==> src/rtl/wb_arb_pkg.sv <==
// wb_arb_pkg: shared types and constants for the two-master Wishbone SRAM arbiter
package wb_arb_pkg;
  typedef enum logic [1:0] {IDLE, BUSY, ABORT} state_t;
  localparam logic [31:0] ERR_DATA = 32'hDEADBEEF;
  function automatic int tmr_w(input int n);
    return $clog2(n + 1);
  endfunction
endpackage

==> src/rtl/wb_sram_arbiter_if.sv <==
// wb_sram_arbiter_if: Wishbone classic bus bundle
// master modport: drives cyc/stb/we/sel/adr/dat_w, receives ack/err/dat_r
// slave modport:  the reverse view
interface wb_sram_arbiter_if #(
  parameter int AW = 32,
  parameter int DW = 32
);
  localparam int SELW = DW / 8;
  logic            cyc;
  logic            stb;
  logic            we;
  logic [SELW-1:0] sel;
  logic [AW-1:0]   adr;
  logic [DW-1:0]   dat_w;
  logic [DW-1:0]   dat_r;
  logic            ack;
  logic            err;
  modport master (output cyc, stb, we, sel, adr, dat_w, input ack, err, dat_r);
  modport slave  (input cyc, stb, we, sel, adr, dat_w, output ack, err, dat_r);
endinterface

==> src/rtl/wb_arb_rr2.sv <==
// wb_arb_rr2: combinational two-way round-robin picker
// req[1:0] requests, last = previous winner; valid = any request, winner = granted index
module wb_arb_rr2 (
  input  logic [1:0] req,
  input  logic       last,
  output logic       valid,
  output logic       winner
);
  assign valid  = |req;
  assign winner = &req ? ~last : req[1];
endmodule

==> src/rtl/wb_sram_arbiter.sv <==
// wb_sram_arbiter: round-robin two-master Wishbone arbiter with watchdog abort in front of an SRAM slave
// wb_clk_i/wb_rst_i clock and sync active-high reset; m0/m1 master-facing buses;
// s SRAM-facing bus; timeout_irq one-cycle pulse per watchdog abort
module wb_sram_arbiter
  import wb_arb_pkg::*;
#(
  parameter int AW          = 32,
  parameter int DW          = 32,
  parameter int TIMEOUT_CYC = 255
) (
  input  logic                    wb_clk_i,
  input  logic                    wb_rst_i,
  wb_sram_arbiter_if.slave        m0,
  wb_sram_arbiter_if.slave        m1,
  wb_sram_arbiter_if.master       s,
  output logic                    timeout_irq
);
  localparam int TW = tmr_w(TIMEOUT_CYC);
  state_t          state;
  logic            owner;
  logic            last;
  logic [TW-1:0]   timer;
  logic            valid;
  logic            winner;
  logic            busy;
  logic            abort;
  logic            o_cyc;
  logic            o_stb;
  logic            o_we;
  logic [DW/8-1:0] o_sel;
  logic [AW-1:0]   o_adr;
  logic [DW-1:0]   o_dat;
  wb_arb_rr2 u_rr (
    .req    ({m1.cyc & m1.stb, m0.cyc & m0.stb}),
    .last   (last),
    .valid  (valid),
    .winner (winner)
  );
  // outputs are forced low while reset is asserted, even before the state register clears
  assign busy  = (state == BUSY) & ~wb_rst_i;
  assign abort = (state == ABORT) & ~wb_rst_i;
  always_comb begin
    o_cyc = owner ? m1.cyc   : m0.cyc;
    o_stb = owner ? m1.stb   : m0.stb;
    o_we  = owner ? m1.we    : m0.we;
    o_sel = owner ? m1.sel   : m0.sel;
    o_adr = owner ? m1.adr   : m0.adr;
    o_dat = owner ? m1.dat_w : m0.dat_w;
  end
  assign s.cyc       = busy & o_cyc;
  assign s.stb       = busy & o_stb;
  assign s.we        = busy & o_we;
  assign s.sel       = busy ? o_sel : '0;
  assign s.adr       = busy ? o_adr : '0;
  assign s.dat_w     = busy ? o_dat : '0;
  assign m0.ack      = busy & ~owner & s.ack;
  assign m1.ack      = busy & owner & s.ack;
  assign m0.err      = abort & ~owner;
  assign m1.err      = abort & owner;
  assign m0.dat_r    = (busy & ~owner) ? s.dat_r : (abort & ~owner) ? DW'(ERR_DATA) : '0;
  assign m1.dat_r    = (busy & owner) ? s.dat_r : (abort & owner) ? DW'(ERR_DATA) : '0;
  assign timeout_irq = abort;
  always_ff @(posedge wb_clk_i) begin
    if (wb_rst_i) begin
      state <= IDLE;
      owner <= 1'b0;
      last  <= 1'b1;
      timer <= '0;
    end else begin
      case (state)
        IDLE: if (valid) begin
          owner <= winner;
          last  <= winner;
          timer <= '0;
          state <= BUSY;
        end
        BUSY: if (!o_cyc) begin
          timer <= '0;
          state <= IDLE;
        end else if (!o_stb || s.ack) begin
          timer <= '0;
        end else if (timer == TW'(TIMEOUT_CYC - 1)) begin
          state <= ABORT;
        end else if (timer != TW'(TIMEOUT_CYC)) begin
          timer <= timer + 1'b1;
        end
        ABORT: begin
          timer <= '0;
          state <= o_cyc ? BUSY : IDLE;
        end
        default: state <= IDLE;
      endcase
    end
  end
endmodule
==> src/flat_wrapper.sv <==
// flat-port wrapper written by rule: the top's interface ports become plain ports
module wb_sram_arbiter_flat import wb_arb_pkg::*;
#(
  parameter int AW          = 32,
  parameter int DW          = 32,
  parameter int TIMEOUT_CYC = 255
)
  (wb_clk_i, wb_rst_i, timeout_irq, m0_cyc, m0_stb, m0_we, m0_sel, m0_adr, m0_dat_w, m0_ack, m0_err, m0_dat_r, m1_cyc, m1_stb, m1_we, m1_sel, m1_adr, m1_dat_w, m1_ack, m1_err, m1_dat_r, s_cyc, s_stb, s_we, s_sel, s_adr, s_dat_w, s_ack, s_err, s_dat_r);
  wb_sram_arbiter_if #(.AW(AW), .DW(DW)) m0_i ();
  wb_sram_arbiter_if #(.AW(AW), .DW(DW)) m1_i ();
  wb_sram_arbiter_if #(.AW(AW), .DW(DW)) s_i ();
  input  logic wb_clk_i;
  input  logic wb_rst_i;
  output logic timeout_irq;
  input wire logic [$bits(m0_i.cyc)-1:0] m0_cyc;
  input wire logic [$bits(m0_i.stb)-1:0] m0_stb;
  input wire logic [$bits(m0_i.we)-1:0] m0_we;
  input wire logic [$bits(m0_i.sel)-1:0] m0_sel;
  input wire logic [$bits(m0_i.adr)-1:0] m0_adr;
  input wire logic [$bits(m0_i.dat_w)-1:0] m0_dat_w;
  output wire logic [$bits(m0_i.ack)-1:0] m0_ack;
  output wire logic [$bits(m0_i.err)-1:0] m0_err;
  output wire logic [$bits(m0_i.dat_r)-1:0] m0_dat_r;
  input wire logic [$bits(m1_i.cyc)-1:0] m1_cyc;
  input wire logic [$bits(m1_i.stb)-1:0] m1_stb;
  input wire logic [$bits(m1_i.we)-1:0] m1_we;
  input wire logic [$bits(m1_i.sel)-1:0] m1_sel;
  input wire logic [$bits(m1_i.adr)-1:0] m1_adr;
  input wire logic [$bits(m1_i.dat_w)-1:0] m1_dat_w;
  output wire logic [$bits(m1_i.ack)-1:0] m1_ack;
  output wire logic [$bits(m1_i.err)-1:0] m1_err;
  output wire logic [$bits(m1_i.dat_r)-1:0] m1_dat_r;
  output wire logic [$bits(s_i.cyc)-1:0] s_cyc;
  output wire logic [$bits(s_i.stb)-1:0] s_stb;
  output wire logic [$bits(s_i.we)-1:0] s_we;
  output wire logic [$bits(s_i.sel)-1:0] s_sel;
  output wire logic [$bits(s_i.adr)-1:0] s_adr;
  output wire logic [$bits(s_i.dat_w)-1:0] s_dat_w;
  input wire logic [$bits(s_i.ack)-1:0] s_ack;
  input wire logic [$bits(s_i.err)-1:0] s_err;
  input wire logic [$bits(s_i.dat_r)-1:0] s_dat_r;
  assign m0_i.cyc = m0_cyc;
  assign m0_i.stb = m0_stb;
  assign m0_i.we = m0_we;
  assign m0_i.sel = m0_sel;
  assign m0_i.adr = m0_adr;
  assign m0_i.dat_w = m0_dat_w;
  assign m0_ack = m0_i.ack;
  assign m0_err = m0_i.err;
  assign m0_dat_r = m0_i.dat_r;
  assign m1_i.cyc = m1_cyc;
  assign m1_i.stb = m1_stb;
  assign m1_i.we = m1_we;
  assign m1_i.sel = m1_sel;
  assign m1_i.adr = m1_adr;
  assign m1_i.dat_w = m1_dat_w;
  assign m1_ack = m1_i.ack;
  assign m1_err = m1_i.err;
  assign m1_dat_r = m1_i.dat_r;
  assign s_cyc = s_i.cyc;
  assign s_stb = s_i.stb;
  assign s_we = s_i.we;
  assign s_sel = s_i.sel;
  assign s_adr = s_i.adr;
  assign s_dat_w = s_i.dat_w;
  assign s_i.ack = s_ack;
  assign s_i.err = s_err;
  assign s_i.dat_r = s_dat_r;
  wb_sram_arbiter #(.AW(AW), .DW(DW), .TIMEOUT_CYC(TIMEOUT_CYC)) u_core (.wb_clk_i(wb_clk_i), .wb_rst_i(wb_rst_i), .m0(m0_i), .m1(m1_i), .s(s_i), .timeout_irq(timeout_irq));
endmodule
==> config.mk <==
export PLATFORM = sky130hd
export DESIGN_NAME = wb_sram_arbiter_flat
export DESIGN_NICKNAME = d
export VERILOG_FILES = /design/src/rtl/wb_arb_pkg.sv /design/src/rtl/wb_sram_arbiter_if.sv /design/src/rtl/wb_arb_rr2.sv /design/src/rtl/wb_sram_arbiter.sv /design/src/flat_wrapper.sv
export SDC_FILE = /design/constraint.sdc
export NUM_CORES = 1
export LEC_CHECK = 0
export CAP_MARGIN = 30
export CELL_PAD_IN_SITES_DETAIL_PLACEMENT = 1
export CELL_PAD_IN_SITES_GLOBAL_PLACEMENT = 1
export CORE_UTILIZATION = 16
export CTS_CLUSTER_SIZE = 8
export DETAILED_ROUTE_END_ITERATION = 16
export PLACE_DENSITY_LB_ADDON = 0.1
export RECOVER_POWER = 100
export SETUP_SLACK_MARGIN = 0.4
export SYNTH_ARGS = -nofsm -noshare
export SYNTH_HDL_FRONTEND = slang
export SYNTH_SLANG_ARGS = --single-unit
export TNS_END_PERCENT = 20
==> constraint.sdc <==
create_clock -name wb_clk_i -period 2.6 [get_ports wb_clk_i]
set_input_delay 0.52 -clock wb_clk_i [delete_from_list [all_inputs] [get_ports wb_clk_i]]
set_output_delay 0.52 -clock wb_clk_i [all_outputs]
set_load 0.005 [all_outputs]
==> results.yml <==
outcome:
  status: "complete, no violations"
power:
  p_per_area_nw_per_um2: 190
  peakVddDrop_v: 0.000273
  leakagePower_nw: 3.20
final_layout:
  instances_no_fill: 852
  nets: 853
  fillers: 1699
  drive_gt1_share_pct: 12.5
  multi_input_area_um2: 1960
  syn_to_final_growth_pct: 170
  fin_util_pct: 44.7
  seq_area_um2: 244
  diodes: 0
floorplan:
  die_w_um: 122
  start_util_pct: 16.5
  std_cell_rows: 43
  die_area_um2: 15000
  ioPinCount: 318
  core-area_um2: 14000
  die_y_um: 122
sta:
  hold_ws_ns: 0.491
  fin_ws_ns: 0.138
  tns_ns: 0
  tightest_slew_ns: 0.598
  rsz0062_at_grt: "true"
  hold_viol: 0
  relSlewSlack_pct: 60.1
  setup_viol: 0
  slew_viol_final: 0
  fin_crit_ns: 2.46
  fin_crit_sh_pct: 94.7
  skew_ns: 0.00516
  fmax_ghz: 0.406
logic_synthesis:
  synth_xor_area_share_pct: 0
  yosysMostFrequentCell: "nor2_1"
  synth.avg_cell_area_um2: 7.10
  synthArstFlopShare_pct: 0
  ys_seq_elements: 12
  synth_edf_count: 0
  yosys_warnings: 0
  ys_top_cells_by_area: "mux2i_1 31%, a21o_1 16%, nor2_1 13%"
  ys_types: 41
  synthMuxAreaShare_pct: 30.7
  synthSimpleGateAreaFrac_pct: 27.2
  synth_common_cells: "79 x nor2_1, 71 x mux2i_1, 48 x a21o_1"
  synthCells: 326
  synth_area_um2: 2310
  synthesis.nets: 506
  yosysTopAreaCellShare_pct: 30.7
  synth_top_family_by_area: "multiplexers"
  synthAdderAreaFrac_pct: 1.08
  synth_top_area_cell: "mux2i_1"
  synth-main-ff-cell: "dfxtp_1"
  yosysSeqAreaShare_pct: 10.4
  synth_compound_area_share_pct: 24.0
clock_tree:
  ctsHoldBuffers: 0
  cts_sinks: 12
  cts_tree: "yes"
  clk_pin_slew_worst_paths_ns: 0.05
  clk_latency_ns: 0.25
  cts.htree.levels: 1
  cts_buffers: 3
  clock_path_buffers: 2
  ctsRootBufferMaster: "clkbuf_16"
placement:
  preCtsSetupSlack_ns: -0.331
  dp_hpwl_mm: 12.5
  io_buffers: 316
  gp_congestion: 0.789
  numPlacedInstances: 810
grt:
  grt_pass1_wl_mm: 23.0
  antenna_found_initial: 0
  grt_max_degree: 48
  gr-usage-all-layers_pct: 20.3
  overflow: 0
  grt_pass1_vias: 3724
worst_setup_path:
  worst-path-max-fanout: 23
  endpoint: "s_dat_w[25]"
  timing.rr.end: "u_core.timer[2]$_SDFFE_PP0P_"
  start_kind: "register"
  required_ns: 2.08
  cp.arrival_ns: 1.94
  rr_worst_depth: 7
  critPathLaunch: "u_core.state[1]$_SDFFE_PP0P_"
  end_kind: "output pin"
  r2r_setup_slack_ns: 0.51
  critical_path_class: "register to output pin"
  reg2reg_from: "u_core.owner$_SDFFE_PP0P_"
drt:
  vias: 3853
  drt_iter0_markers: 96
  drtAntennaViolNets: 0
  drcViolationCount: 0
  wl_per_cell_um: 19.9
  firstDrtPassIters: 4
  wirelength_mm: 16.9
  vias_per_cell: 4.52
flow_run:
  drv_cap: 0
hold_path:
  hp-class: "register to register"
==> cell type report <==
class                           count  area share, %
Multi-Input combinational cell    281           31.3
Tap cell                          180           3.60
Sequential cell                    12           3.90
Timing Repair Buffer              372           59.7
Inverter                            3          0.180
Clock buffer                        4           1.26
==> logic make-up (layout without fill, tap and decap cells) <==
| logic type | after synthesis | count (layout) |
|---|---|---|
| and+or+nand+nor | 132 | 132 |
| AOI/OAI and AO/OA | 76 | 76 |
| muxes | 71 | 71 |
| buffers and inverters | 33 | 379 |
| DFF | 12 | 12 |
| adders and majority gates | 2 | 2 |
==> flip-flops by register name (all words and copies together), names as in the netlist <==
| signal | count |
|---|---|
| u_core.timer | 8 |
| u_core.state | 2 |
| u_core.owner | 1 |
| u_core.last | 1 |
==> through the flow <==
step,power (mW),area [µm²]
after floorplan,0.404,2310
final,1.19,6260
after CTS,1.20,6110
after global routing,1.26,6260
after detailed placement,0.868,5790
after global placement,0.853,5790
==> layer usage <==
metal / vias up / wire, µm / GRT usage [%]
met1: 1832 / 6600 / 23.0
met3: 17 / 1220 / 4.00
met5: - / 0 / 0
met4: 0 / 245 / 4.04
li1: 1850 / - / -
met2: 154 / 8860 / 38.7
==> critical path: stages, from the launching register on <==
cell           delay (ns)
dfxtp_1              0.30
nand2b_1             0.15
or2_4                0.31
buf_6                0.20
nor2_1               0.11
dlygate4sd3_1        0.61
==> placed cells by master, fill, tap and decap left out, types with 4 or more instances in the layout <==
cell,n
nand2_1,6
dlygate4sd2_1,63
a21oi_1,7
dlygate4sd3_1,44
clkdlybuf4s50_1,177
dlymetal6s2s_1,4
buf_6,13
a21o_1,48
clkdlybuf4s25_1,5
buf_4,15
nand4_1,4
nand2b_1,4
and2_4,8
buf_12,10
buf_2,6
clkbuf_16,6
buf_16,6
nand3_1,4
clkbuf_4,5
mux2i_1,71
and2_1,11
nor2_1,78
dfxtp_1,11
clkbuf_1,17
==> where the power goes <==
group	internal (mW)	switching, mW	leakage [nW]
Combinational	0.454	0.246	3.06
Clock	0.207	0.0902	0.0382
Sequential	0.188	0.00550	0.0980
Total	0.850	0.342	3.20
==> timing repair <==
action | 4_1_cts | 5_1_grt
endpoints found under the setup margin | 140 | 125
hold endpoints to repair | 0 | 0
gates resized for setup | 133 | 64
buffers inserted | 18 | 11
gates cloned | 6 | 3
pin swaps | 5 | 11
==> how the worst min path moves through the flow <==
| stage | start | end | slack, ns | depth (start not counted) |
|---|---|---|---|---|
| final | u_core.last$_SDFFE_PP1P_ | u_core.last$_SDFFE_PP1P_ | 0.49 | 1 |
| after global routing | u_core.last$_SDFFE_PP1P_ | u_core.last$_SDFFE_PP1P_ | 0.52 | 1 |
| after CTS | u_core.last$_SDFFE_PP1P_ | u_core.last$_SDFFE_PP1P_ | 0.49 | 1 |
| after detailed placement | u_core.last$_SDFFE_PP1P_ | u_core.last$_SDFFE_PP1P_ | 0.48 | 1 |
| after global placement | u_core.last$_SDFFE_PP1P_ | u_core.last$_SDFFE_PP1P_ | 0.47 | 1 |
| after floorplan | u_core.last$_SDFFE_PP1P_ | u_core.last$_SDFFE_PP1P_ | 0.46 | 1 |
Power figures use the tool's default switching activity.
